**src/rtl/sys_key_conditioner_pkg.sv**
```systemverilog
// Shared defaults and helpers for the key conditioning front end.
// Board timing defaults assume the 50 MHz CLOCK_50.
package sys_key_conditioner_pkg;

    localparam int unsigned DebounceCyclesDefault = 1000000;
    localparam int unsigned AutoHalfDefault       = 12500000;
    localparam int unsigned CntWidthDefault       = 16;

    // Idle levels of the raw inputs: KEYs are active-low, SW_auto is off.
    localparam logic KeyReleased = 1'b1;
    localparam logic SwOff       = 1'b0;

    // Width of a counter that must hold values 0..n-1, never narrower than one bit.
    function automatic int unsigned cnt_width(input int unsigned n);
        return (n <= 2) ? 1 : $clog2(n);
    endfunction

endpackage

```
**src/rtl/sys_key_conditioner_key_debounce.sv**
```systemverilog
// Two-flop synchronizer followed by a counting debouncer for one raw input.
// The output changes only after the synchronized input has differed for DEBOUNCE_CYCLES cycles.
module sys_key_conditioner_key_debounce
    import sys_key_conditioner_pkg::*;
#(
    parameter int unsigned DEBOUNCE_CYCLES = DebounceCyclesDefault,
    parameter logic        RESET_VAL       = KeyReleased
) (
    input  logic clk_i,
    input  logic rst_i,
    input  logic raw_i,
    output logic stable_o
);

    localparam int unsigned CW = cnt_width(DEBOUNCE_CYCLES);
    localparam logic [CW-1:0] CntMax = CW'(DEBOUNCE_CYCLES - 1);

    logic          sync1_q, sync2_q;
    logic          stable_q, stable_d;
    logic [CW-1:0] cnt_q, cnt_d;

    always_comb begin
        stable_d = stable_q;
        cnt_d    = cnt_q;
        if (sync2_q == stable_q) begin
            cnt_d = '0;
        end else if (cnt_q == CntMax) begin
            stable_d = sync2_q;
            cnt_d    = '0;
        end else begin
            cnt_d = cnt_q + 1'b1;
        end
    end

    always_ff @(posedge clk_i) begin
        if (rst_i) begin
            sync1_q  <= RESET_VAL;
            sync2_q  <= RESET_VAL;
            stable_q <= RESET_VAL;
            cnt_q    <= '0;
        end else begin
            sync1_q  <= raw_i;
            sync2_q  <= sync1_q;
            stable_q <= stable_d;
            cnt_q    <= cnt_d;
        end
    end

    assign stable_o = stable_q;

endmodule

```
**src/rtl/sys_key_conditioner.sv**
```systemverilog
// Conditions board KEY/SW inputs into a clean registered step clock, debounced reset,
// optional auto-step square wave and a wrapping step counter.
module sys_key_conditioner
    import sys_key_conditioner_pkg::*;
#(
    parameter int unsigned DEBOUNCE_CYCLES = DebounceCyclesDefault,
    parameter int unsigned AUTO_HALF       = AutoHalfDefault,
    parameter int unsigned CNT_W           = CntWidthDefault
) (
    input  logic             CLOCK_50,
    input  logic             SYS_rst,
    input  logic             KEY_step_n,
    input  logic             KEY_rst_n,
    input  logic             SW_auto,
    output logic             step_clk,
    output logic             step_pulse,
    output logic             rst_n_clean,
    output logic             auto_mode,
    output logic [CNT_W-1:0] step_count
);

    localparam int unsigned DW = cnt_width(AUTO_HALF);
    localparam logic [DW-1:0] DivMax = DW'(AUTO_HALF - 1);

    logic stable_step_n, stable_rst_n, stable_sw;

    sys_key_conditioner_key_debounce #(
        .DEBOUNCE_CYCLES(DEBOUNCE_CYCLES),
        .RESET_VAL      (KeyReleased)
    ) u_db_step (
        .clk_i   (CLOCK_50),
        .rst_i   (SYS_rst),
        .raw_i   (KEY_step_n),
        .stable_o(stable_step_n)
    );

    sys_key_conditioner_key_debounce #(
        .DEBOUNCE_CYCLES(DEBOUNCE_CYCLES),
        .RESET_VAL      (KeyReleased)
    ) u_db_rst (
        .clk_i   (CLOCK_50),
        .rst_i   (SYS_rst),
        .raw_i   (KEY_rst_n),
        .stable_o(stable_rst_n)
    );

    sys_key_conditioner_key_debounce #(
        .DEBOUNCE_CYCLES(DEBOUNCE_CYCLES),
        .RESET_VAL      (SwOff)
    ) u_db_auto (
        .clk_i   (CLOCK_50),
        .rst_i   (SYS_rst),
        .raw_i   (SW_auto),
        .stable_o(stable_sw)
    );

    logic             step_clk_q, step_clk_d;
    logic             step_pulse_q, step_pulse_d;
    logic             rst_n_clean_q;
    logic             auto_mode_q;
    logic [DW-1:0]    div_q, div_d;
    logic [CNT_W-1:0] count_q, count_d;

    always_comb begin
        div_d      = div_q;
        step_clk_d = step_clk_q;
        if (!stable_sw) begin
            div_d      = '0;
            step_clk_d = ~stable_step_n;
        end else if (!auto_mode_q) begin
            // Entering auto mode: restart the half period from a low level.
            div_d      = '0;
            step_clk_d = 1'b0;
        end else if (div_q == DivMax) begin
            div_d      = '0;
            step_clk_d = ~step_clk_q;
        end else begin
            div_d = div_q + 1'b1;
        end
        step_pulse_d = step_clk_d & ~step_clk_q;
        count_d      = step_pulse_d ? count_q + 1'b1 : count_q;
    end

    always_ff @(posedge CLOCK_50) begin
        if (SYS_rst) begin
            step_clk_q    <= 1'b0;
            step_pulse_q  <= 1'b0;
            rst_n_clean_q <= 1'b1;
            auto_mode_q   <= 1'b0;
            div_q         <= '0;
            count_q       <= '0;
        end else begin
            step_clk_q    <= step_clk_d;
            step_pulse_q  <= step_pulse_d;
            rst_n_clean_q <= stable_rst_n;
            auto_mode_q   <= stable_sw;
            div_q         <= div_d;
            count_q       <= count_d;
        end
    end

    assign step_clk    = step_clk_q;
    assign step_pulse  = step_pulse_q;
    assign rst_n_clean = rst_n_clean_q;
    assign auto_mode   = auto_mode_q;
    assign step_count  = count_q;

endmodule

```
**config.mk**
```make
export PLATFORM = sky130hd
export DESIGN_NAME = sys_key_conditioner
export DESIGN_NICKNAME = d
export VERILOG_FILES = /design/src/rtl/sys_key_conditioner_pkg.sv /design/src/rtl/sys_key_conditioner_key_debounce.sv /design/src/rtl/sys_key_conditioner.sv
export SDC_FILE = /design/constraint.sdc
export NUM_CORES = 1
export LEC_CHECK = 0
export ABC_AREA = 1
export CAP_MARGIN = 20
export CORE_UTILIZATION = 40
export DETAILED_ROUTE_END_ITERATION = 7
export PLACE_DENSITY_LB_ADDON = 0.25
export SKIP_CTS_REPAIR_TIMING = 1
export SYNTH_ARGS = -nofsm -noshare
export SYNTH_HDL_FRONTEND = slang
export SYNTH_SLANG_ARGS = --single-unit
```
**constraint.sdc**
```tcl
create_clock -name CLOCK_50 -period 3.55 [get_ports CLOCK_50]
set_clock_uncertainty 0.05 [all_clocks]
set_input_delay 0.5325 -clock CLOCK_50 [delete_from_list [all_inputs] [get_ports CLOCK_50]]
set_output_delay 0.5325 -clock CLOCK_50 [all_outputs]
set_load 0.01 [all_outputs]
```
# Word level (Yosys, flattened, before mapping)
# Index checks and enable logic that the tools add are counted.
dict set report word_totals {
  ff_bits 113
  out_inout_bits 20
}
dict set report classes {
  add_sub_neg 5
  n_eq_ne 7
  mux 3
  bitwise_logic 8
  reduce_logical 7
}
# op count
set op_table {}
lappend op_table {{20-bit by 1-bit adder with 20-bit output (second input constant)} 3}
lappend op_table {{20-bit == test (second input constant)} 3}
lappend op_table {{24-bit by 1-bit adder with 24-bit output (second input constant)} 1}
lappend op_table {{24-bit == test (second input constant)} 1}
lappend op_table {{16-bit by 1-bit adder with 16-bit output (second input constant)} 1}
lappend op_table {{3-bit OR reduction} 3}
lappend op_table {{1-bit NOT} 7}
lappend op_table {{2-bit AND reduction} 3}
lappend op_table {{4-bit OR reduction} 1}
lappend op_table {{1-bit == test} 3}
lappend op_table {{1-bit 2-to-1 mux} 3}
lappend op_table {{1-bit bitwise AND} 1}

# Depth between registers and ports, before layout
# Gate-level depths: netlist (run 1).
dict set report logic_depth {
  ltp_word 5
  mapped_depth 14
  mapped_depth_nobuf 13
}

# Modules after synthesis
# A second synthesis (run 1) with hierarchy kept.
dict set report unflattened {
  hier_cells 796
  area_unflattened_um2 5795.6
}
# mod n_inst cells_per_inst area_each_um2 seq_area_each_um2
set by_module_without_submodules {}
lappend by_module_without_submodules {{sys_key_conditioner_key_debounce (u_db_rst ...)} 2 157 1189.9 460.4}
lappend by_module_without_submodules {sys_key_conditioner 1 317 2287.2 880.8}
lappend by_module_without_submodules {{sys_key_conditioner_key_debounce (u_db_auto)} 1 165 1128.6 460.4}

# Worst setup path before layout (run 1)
# Ideal clock, no wire load.
dict set report synth_path {
  path_kind {reg2reg}
  startpoint {reg count_q[0], in the netlist step_count[0]}
  endpoint {reg count_q[14], in the netlist step_count[14]}
  t_arrival_ns 1.466
  path_slack_ns 1.919
  path_stages_with_launch 13
  n_path_buf 0
  synth_period_minus_slack_ns 1.631
  path_cell_list {dfxtp_1 ha_1 nand2_1 nor2_1 nand2_1 nor2_1 nand2_1 nor2_1 nand3_1 nor2_1 nand3_1 nand2_1 nor2_1}
}
dict set report synth_via {
  elab_chain_cells 1
}
# item line
set synth_rtl {}
lappend synth_rtl {{start, declared} sys_key_conditioner.sv:62} ;# logic [CNT_W-1:0] count_q, count_d;
lappend synth_rtl {{start signal, assigned} sys_key_conditioner.sv:98} ;# count_q <= count_d;
lappend synth_rtl {{16-bit by 1-bit adder with 16-bit output} sys_key_conditioner.sv:81} ;# count_d = step_pulse_d ? count_q + 1'b1 : count_q;
# No other way between the ends.
# A chain may end at the register's enable or synchronous reset.

# Worst setup path after layout (run 1)
dict set report layout_path {
  startpoint {reg step_clk_q, in the netlist step_clk}
  endpoint {out step_clk}
}
# item line
set layout_lines {}
lappend layout_lines {{start, declared} sys_key_conditioner.sv:57} ;# logic step_clk_q, step_clk_d;
lappend layout_lines {{start signal, assigned} sys_key_conditioner.sv:93} ;# step_clk_q <= step_clk_d;
lappend layout_lines {{end, declared} sys_key_conditioner.sv:15} ;# output logic step_clk,
# No word-level cell between the ends.

==> run_results.csv, run 1 <==
group,metric,value,unit
outcome,outcome,"finished, final reports clean",
worst_setup_path,cpMaxStageDelayCell,"clkdlybuf4s50_1",
sta,fmaxAchievable,0.456,GHz
sta,slew-limit-headroom,55.2,%
layout,syn2layout_area_growth,18.2,%
clock_network,cts-root-buf,"clkbuf_16",
layout,regArea,0.00226,mm2
synthesis,yosys.area.top_type,"dfxtp_1",
global_route,grt_usage,16.6,%
floorplan,start_util,41.7,%
pwr,p_seq_share,43.8,%
placed_design,place_area,0.00575,mm2
synthesis,synth_top_area_share,42.3,%
placed_design,port_buffers,24,
sta,tightest_slew,0.671,ns
clock_network,cts_tree,"built",
placed_design,dpl.hpwl,7750,um
detailed_routing,wl_per_cell,11.1,um
sta,rsz0062_at_grt,"false",
synthesis,synth.area.top_cells,"dfxtp_1 (42%), nand2_1 (9.9%), nor2_1 (9.8%)",
clock_network,cts_sinks,113,
floorplan,coreArea,0.0128,mm2
clock_network,cts_made_buffers,17,
worst_setup_path,end_kind,"output port",
floorplan,die_h,118,um
worst_setup_path,slowest_delay,0.66,ns
worst_setup_path,cp.buffers_inverters,1,
layout,fillCellCount,1272,
synthesis,synth_top_flop_cell,"dfxtp_1",
synthesis,synth_seq_cells,113,
worst_setup_path,reg2reg_slack,1.47,ns
detailed_routing,drc_errors,0,
worst_setup_path,crit_fanout,10,
pwr,power_density,461,mW/mm2
floorplan,die_area,0.0138,mm2
layout,antennaDiodeCount,0,
synthesis,netlist_instances,761,
clock_network,h-tree-depth,4,
pwr,p_clk_share,55.3,%
synthesis,post-synth-top-count-cell,"nand2_1",
floorplan,fp.dieW,118,um
synthesis,synth_nets,771,
sta,setup_viol,0,
detailed_routing,drt-initial-drc-count,304,
global_route,grt_start_max_net_pins,31,
worst_setup_path,startpoint_type,"flop",
layout,multi_input_area,0.00265,mm2
run,cap_violations,0,
global_route,grt.overflow.total,0,
layout,finalNetCount,805,
worst_setup_path,required,2.97,ns
detailed_routing,vias,4671,
pwr,leakage,2.26,nW
clock_network,clock_path_buffers,2,
worst_setup_path,critPathTopFamily,"buffers and inverters",
layout,drive_above_1_share,8.67,%
clock_network,clkLatencyLatePin,0.41,ns
sta,period_needed,2.19,ns
sta,finalCritPeriodShare,61.8,%
pwr,p_sw_share,20.2,%
synthesis,synth_edf_count,0,
synthesis,ys_types,35,
detailed_routing,postRouteWirelength,10900,um
synthesis,async_reset_ff_share,0,%
synthesis,syn_area_per_cell,7.02,um2
detailed_routing,vias_per_cell,4.77,
hold_path,hp-class,"flop to flop",
sta,finalHoldViolCount,0,
pwr,irDropWorstVdd,347,uV
global_route,grt_antenna_before_repair,0,
synthesis,synthesis.area,0.00534,mm2
worst_setup_path,path_cells,"clkdlybuf4s50_1",
sta,slew_violations,0,
pwr,p_comb_share,0.9,%
detailed_routing,drt_pre_antenna_iters,4,
worst_setup_path,critPathKind,"flop to output port",
pwr,p_sw,588,uW
worst_setup_path,crit_arrival,1.61,ns
layout,final_area,0.00631,mm2
synthesis,yosys_warnings,0,
sta,tns,0,ns
global_route,grt_pass1_wl,18900,um
synthesis,synth.top_cells.by_count,"nand2_1 (141), nor2_1 (140), dfxtp_1 (113)",
floorplan,std_cell_rows,41,
synthesis,yosysSeqAreaShare,42.3,%
placed_design,gp_congestion,0.857,
floorplan,io_pins,25,
global_route,first_global_vias,4313,
pwr,p_int,2.32,mW
clock_network,path_clk_slew,0.05,ns
detailed_routing,ant_nets,0,
==> metal layers <==
layer | vias up | share of wire (%) | GRT usage, %
met2 | 54 | 47 | 28.1
met5 | - | 0 | 0
met3 | 5 | 3.1 | 4.55
li1 | 2513 | - | -
met4 | 0 | 0.63 | 4.81
met1 | 2099 | 49 | 20.4
==> through the flow <==
step                      std cells  utilization (%)  hold slack [ns]  total power, mW  setup slack [ns]
after floorplan                 761                -            0.338             1.32              1.92
after global placement          948             44.9            0.343             1.33              1.07
after detailed placement        948             44.9            0.342             1.33              1.08
after CTS                       979             49.2            0.355             2.94              1.34
after global routing            979             49.2            0.368             3.01              1.18
final                           979             49.2            0.355             2.91              1.36
==> sequential cells by signal (all words and copies together) (netlist names) <==
register and count:
auto_mode 1, div_q 24, rst_n_clean 1, step_clk 1, step_count 16, step_pulse 1
u_db_auto.cnt_q 20, u_db_auto.stable_o 1, u_db_auto.sync1_q 1, u_db_auto.sync2_q 1, u_db_rst.cnt_q 20, u_db_rst.stable_o 1
u_db_rst.sync1_q 1, u_db_rst.sync2_q 1, u_db_step.cnt_q 20, u_db_step.stable_o 1, u_db_step.sync1_q 1, u_db_step.sync2_q 1
==> layout make-up <==
cell class | count | share of cell area (%)
multi-input cells | 540 | 41.9
flip-flops and latches | 113 | 35.8
clock buffers | 20 | 7.07
inverters | 95 | 5.65
repair buffers | 28 | 4.28
well taps | 172 | 3.41
clock inverters | 11 | 1.82
==> power groups by stage <==
stage / clock network [mW] / registers (mW) / logic [mW]
after floorplan: 0 / 1.30 / 0.0176
after global placement: 0 / 1.30 / 0.0266
after detailed placement: 0 / 1.30 / 0.0270
after CTS: 1.64 / 1.28 / 0.0272
after global routing: 1.70 / 1.27 / 0.0307
final: 1.61 / 1.28 / 0.0270
==> cells by family (layout without fill, tap and decap cells) <==
logic type | after synthesis | count (layout) | share of synthesized area (%)
buffers and inverters | 108 | 154 | 8.10
XOR/XNOR | 23 | 23 | 3.77
AO/OA/AOI/OAI | 75 | 75 | 7.42
adder cells (fa/ha/maj) | 5 | 5 | 1.17
AND/OR/NAND/NOR | 437 | 437 | 37.2
flip-flops | 113 | 113 | 42.3
==> placed cells by master (no fill, tap or decap), drive strengths merged <==
cell | synthesis | routed
nand2 | 149 | 149
nor2 | 148 | 148
clkbuf | 1 | 20
o21ai | 17 | 17
clkinv | 2 | 7
clkdlybuf4s50 | 0 | 24
or2 | 17 | 17
dfxtp | 113 | 113
buf | 12 | 4
inv | 93 | 93
a21oi | 49 | 49
xnor2 | 1 | 1
clkinvlp | 0 | 4
nand3b | 3 | 3
o21a | 1 | 1
and3 | 1 | 1
bufinv | 0 | 2
nor4 | 8 | 8
nand4 | 18 | 18
o21bai | 1 | 1
nor3 | 35 | 35
a211oi | 4 | 4
nor3b | 15 | 15
nand3 | 43 | 43
o211ai | 2 | 2
a31oi | 1 | 1
ha | 5 | 5
xor2 | 22 | 22
==> worst paths after layout <==
kind | end | cells past startpoint | start
max | step_clk | 1 | step_clk
min | u_db_rst.sync2_q | 1 | u_db_rst.sync1_q
max reg2reg | u_db_auto.cnt_q[17] | 8 | u_db_auto.cnt_q[0]
min reg2reg | u_db_rst.sync2_q | 1 | u_db_rst.sync1_q
(Power assumes the default switching activity.)
==> run 2: changes to the inputs <==
Clock period 3.55 ns to 1.9 ns, I/O delays scaled along.
==> run 2 against run 1 <==
Against the previous run:
- wire length rose by 7.8%
- highest routed layer unchanged
- hold slack got worse by 0.0078 ns
- critical path type is now flop to flop
- cell count rose by 1.9%
==> run_results.csv, run 2 (synthesis gave the netlist of run 1 again) <==
group,metric,value,unit
layout,antennaDiodeCount,0,
pwr,p_sw,1.11,mW
sta,whs,0.347,ns
global_route,grt_start_max_net_pins,31,
sta,tightest_slew,0.528,ns
clock_network,cts-root-buf,"clkbuf_16",
detailed_routing,wl_per_cell,11.8,um
clock_network,cts_made_buffers,17,
sta,finalHoldViolCount,0,
pwr,power_density,880,mW/mm2
floorplan,die_h,118,um
placed_design,dpl.hpwl,8230,um
layout,largest_register_ffs,24,
global_route,first_global_vias,4576,
detailed_routing,vias,4858,
clock_network,cts_sinks,113,
layout,fin_cells,998,
layout,syn2layout_area_growth,24.5,%
sta,period_needed,1.77,ns
clock_network,clock_path_buffers,2,
global_route,grt.overflow.total,0,
worst_setup_path,startpoint_type,"flop",
worst_setup_path,path_cells,"ha_4, nand2_2, nor2_4, nand2_2, nor2_4, nand4_1, o211ai_1, clkbuf_16, nor3_1",
pwr,p_comb_share,1.1,%
floorplan,std_cell_rows,41,
sta,tns,0,ns
placed_design,port_buffers,24,
pwr,leakage,2.43,nW
worst_setup_path,crit_fanout,5,
detailed_routing,ant_nets,0,
global_route,grt_usage,17.2,%
floorplan,fp.dieW,118,um
clock_network,path_clk_slew,0.05,ns
placed_design,gp_congestion,0.864,
detailed_routing,drt_pre_antenna_iters,7,
layout,drive_above_1_share,13.1,%
floorplan,io_pins,25,
layout,multi_input_area,0.00274,mm2
global_route,grt_antenna_before_repair,0,
layout,regArea,0.00226,mm2
worst_setup_path,crit_arrival,2.01,ns
floorplan,start_util,41.7,%
placed_design,dp_slack,0.0512,ns
layout,largest_register,"div_q",
outcome,outcome,"finished, final reports clean",
worst_setup_path,end_kind,"flop",
pwr,irDropWorstVdd,501,uV
worst_setup_path,critPathTopFamily,"simple AND/OR/NAND/NOR gates",
run,cap_violations,0,
sta,fmaxAchievable,0.564,GHz
layout,final_common_cell,"nand2_1",
worst_setup_path,slowest_delay,0.35,ns
layout,finalNetCount,823,
detailed_routing,postRouteWirelength,11800,um
sta,slew_violations,0,
pwr,p_seq_share,40.7,%
worst_setup_path,cpMaxStageDelayCell,"dfxtp_2",
hold_path,hp-class,"primary input to flop",
pwr,p_int,4.74,mW
clock_network,clkLatencyLatePin,0.41,ns
sta,slew-limit-headroom,64.6,%
pwr,p_clk_share,58.2,%
worst_setup_path,critPathKind,"flop to flop",
sta,finalCritPeriodShare,93.3,%
floorplan,coreArea,0.0128,mm2
clock_network,cts_tree,"built",
layout,fillCellCount,1240,
detailed_routing,drt-initial-drc-count,217,
clock_network,h-tree-depth,4,
detailed_routing,drc_errors,0,
floorplan,die_area,0.0138,mm2
sta,setup_ws,0.127,ns
detailed_routing,vias_per_cell,4.87,
layout,mostFrequentLayoutCells,"nand2_1 (137), nor2_1 (130), dfxtp_1 (111), inv_1 (91), a21oi_1 (48)",
worst_setup_path,cp.buffers_inverters,1,
global_route,grt_pass1_wl,19700,um
sta,setup_viol,0,
placed_design,dpl.cell_count,959,
pwr,p_sw_share,19.0,%
worst_setup_path,required,2.14,ns
-- run 2: metrics by stage --
stage | total power, mW | area (um2) | util [%]
after floorplan | 2.46 | 5340 | -
after global placement | 2.49 | 5860 | 45.7
after detailed placement | 2.49 | 5860 | 45.7
after CTS | 5.91 | 6500 | 50.7
after global routing | 6.03 | 6650 | 51.9
final | 5.85 | 6650 | 51.9
-- run 2: power by group through the flow --
stage / clock network, mW / logic, mW / registers [mW]
floorplan: 0 / 0.0328 / 2.43
global placement: 0 / 0.0571 / 2.43
detailed placement: 0 / 0.0591 / 2.43
CTS: 3.47 / 0.0595 / 2.38
global route: 3.58 / 0.0697 / 2.38
finish: 3.40 / 0.0623 / 2.38
-- run 2: worst register-to-register path, cell delays in order, from the launching register on --
cell,delay (ns)
dfxtp_2,0.35
ha_4,0.15
nand2_2,0.07
nor2_4,0.12
nand2_2,0.08
nor2_4,0.12
nand4_1,0.14
o211ai_1,0.29
clkbuf_16,0.25
nor3_1,0.05
-- run 2: layer usage --
layer  vias up  global-route usage (%)  wire [um]
met3        22                    3.83        340
met4         0                    8.01        227
li1       2553                       -          -
met1      2225                    19.9       5390
met2        58                    30.3       5800
met5         -                       0          0
-- run 2: worst paths after layout --
| check | cells past startpoint | from | slack [ns] | to |
|---|---|---|---|---|
| max | 9 | u_db_step.cnt_q[0] | 0.13 | u_db_step.cnt_q[17] |
| max reg2reg | 9 | u_db_step.cnt_q[0] | 0.13 | u_db_step.cnt_q[17] |
| min | 3 | SW_auto | 0.35 | u_db_auto.sync1_q |
| min reg2reg | 1 | u_db_rst.sync1_q | 0.36 | u_db_rst.sync2_q |
-- run 2: layout make-up --
cell class,instances,area share [%]
repair buffers,45,6.55
clock inverters,9,2.28
multi-input cells,541,41.2
well taps,172,3.24
inverters,95,5.36
flip-flops and latches,113,34.0
clock buffers,23,7.34
==> run 3: changes to the inputs <==
--- a/constraint.sdc
+++ b/constraint.sdc
@@ -3,3 +3,3 @@
 set_input_delay 0.285 -clock CLOCK_50 [delete_from_list [all_inputs] [get_ports CLOCK_50]]
 set_output_delay 0.285 -clock CLOCK_50 [all_outputs]
-set_load 0.01 [all_outputs]
+set_load 0.02 [all_outputs]
==> run 3 against run 2 <==
Against the previous run:
- hold slack improved by 0.0019 ns
- critical path depth fell by 8
- wire length rose by 1.3%
- sequential cell count did not move
- combinational power barely moved
- final area fell by 0.28%
- non-clock buffer count rose by 1
- maximum frequency fell by 2.4%
- utilization fell by 0.15 points
==> run_results.csv, run 3 (synthesis gave the netlist of run 1 again) <==
group,metric,value,unit
placed_design,dp_slack,0.0748,ns
run,cap_violations,0,
outcome,outcome,"finished, final reports clean",
worst_setup_path,critPathTopFamily,"buffers and inverters",
layout,largest_register_ffs,24,
sta,period_needed,1.82,ns
floorplan,io_pins,25,
layout,antennaDiodeCount,0,
detailed_routing,wl_met3,402,um
global_route,grt.overflow.total,0,
global_route,grt_usage,17.2,%
detailed_routing,postRouteWirelength,11900,um
clock_network,cts_made_buffers,17,
worst_setup_path,cp.buffers_inverters,1,
worst_setup_path,r2r-end,"u_db_step.cnt_q[6]",
floorplan,die_h,118,um
global_route,grt_pass1_wl,19600,um
sta,setup_viol,0,
layout,final_common_cell,"nand2_1",
floorplan,fp.dieW,118,um
global_route,grt_antenna_before_repair,0,
clock_network,cts_sinks,113,
hold_path,holdPathStages,2,
worst_setup_path,worstRegToRegCells,9,
worst_setup_path,end_kind,"output port",
pwr,power,5.63,mW
global_route,grt_start_max_net_pins,31,
pwr,leakage,2.43,nW
sta,rsz0062_at_grt,"true",
worst_setup_path,crit_fanout,5,
layout,drive_above_1_share,13.0,%
sta,slew-limit-headroom,64.4,%
placed_design,gp_congestion,0.829,
sta,fmaxAchievable,0.551,GHz
detailed_routing,drt_pre_antenna_iters,5,
detailed_routing,met1Wirelength,5390,um
floorplan,coreArea,0.0128,mm2
worst_setup_path,cpMaxStageDelayCell,"clkdlybuf4s50_1",
hold_path,hold_end,"u_db_auto.sync2_q",
worst_setup_path,reg2reg_slack,0.10,ns
layout,syn2layout_area_growth,24.1,%
worst_setup_path,path_cells,"clkdlybuf4s50_1",
sta,setup_ws,0.0843,ns
hold_path,hp-class,"flop to flop",
floorplan,start_util,41.7,%
detailed_routing,drc_errors,0,
detailed_routing,vias,4897,
placed_design,dpl.hpwl,8140,um
clock_network,clkLatencyLatePin,0.41,ns
sta,finalCritPeriodShare,95.6,%
layout,fillCellCount,1263,
detailed_routing,vias_per_cell,4.90,
worst_setup_path,critPathKind,"flop to output port",
detailed_routing,top_layer,"met4",
placed_design,port_buffers,24,
floorplan,std_cell_rows,41,
clock_network,cts-root-buf,"clkbuf_16",
worst_setup_path,r2r_start,"u_db_step.cnt_q[0]",
detailed_routing,drt-initial-drc-count,286,
hold_path,hold_start,"u_db_auto.sync1_q",
worst_setup_path,crit_arrival,1.48,ns
sta,tightest_slew,0.532,ns
clock_network,cts_tree,"built",
floorplan,die_area,0.0138,mm2
layout,finalNetCount,825,
clock_network,path_clk_slew,0.05,ns
worst_setup_path,required,1.56,ns
clock_network,clock_path_buffers,2,
pwr,irDropWorstVdd,601,uV
global_route,first_global_vias,4527,
detailed_routing,ant_nets,0,
detailed_routing,wl_per_cell,11.9,um
sta,slew_violations,0,
detailed_routing,wl_met2,5920,um
worst_setup_path,slowest_delay,0.65,ns
layout,largest_register,"div_q",
layout,mostFrequentLayoutCells,"nand2_1 (138), nor2_1 (132), dfxtp_1 (110), inv_1 (91), a21oi_1 (49)",
sta,finalHoldViolCount,0,
clock_network,h-tree-depth,4,
pwr,power_density,848,mW/mm2
worst_setup_path,startpoint_type,"flop",
## run 3: cell count changes in the layout (fill, tap and decap cells not counted), sizes merged
| cell | delta |
|---|---|
| inv | -1 |
| buf | +1 |
| clkinv | +4 |
| clkbuf | -2 |
| nand2 | +1 |
| bufinv | -1 |
## run 3: report_power, final
group          switching, mW  internal [mW]
clock                   1.07           2.12
sequential           0.00378           2.38
combinational         0.0337         0.0289
## run 3: worst max-delay path by stage
stage / start / cells after the start / end / slack (ns)
3_5_place_dp: div_q[0] / 12 / step_count[6] / 0.07
3_3_place_gp: SYS_rst / 7 / u_db_rst.cnt_q[2] / 0.13
5_1_grt: u_db_step.cnt_q[0] / 9 / u_db_step.cnt_q[6] / -0.04
2_1_floorplan: step_count[0] / 12 / step_count[14] / 0.16
4_1_cts: div_q[0] / 13 / step_count[6] / 0.05
6_report: step_count[2] / 1 / step_count[2] / 0.08
## run 3: area by class of cell
type / count / area [um2] / area share, %
Clock buffer: 21 / 460 / 6.94
Inverter: 95 / 357 / 5.38
Multi-Input combinational cell: 542 / 2750 / 41.5
Tap cell: 172 / 215 / 3.24
Sequential cell: 113 / 2270 / 34.2
Timing Repair Buffer: 46 / 443 / 6.68
Clock inverter: 11 / 136 / 2.06
## run 3: per-stage QoR
stage / cells / instance area [um2] / util [%] / hold slack [ns] / TNS [ns]
after floorplan: 761 / 5340 / - / 0.319 / 0
after global placement: 959 / 5860 / 45.7 / 0.341 / 0
after detailed placement: 959 / 5860 / 45.7 / 0.344 / 0
after CTS: 991 / 6460 / 50.4 / 0.352 / 0
after global routing: 1000 / 6630 / 51.7 / 0.376 / -0.257
final: 1000 / 6630 / 51.7 / 0.349 / 0
## run 3: routing by layer
layer / vias up / global-route usage [%]
met5: - / 0
met4: 0 / 7.37
met3: 17 / 4.31
met2: 78 / 29.2
met1: 2246 / 20.6
li1: 2556 / -
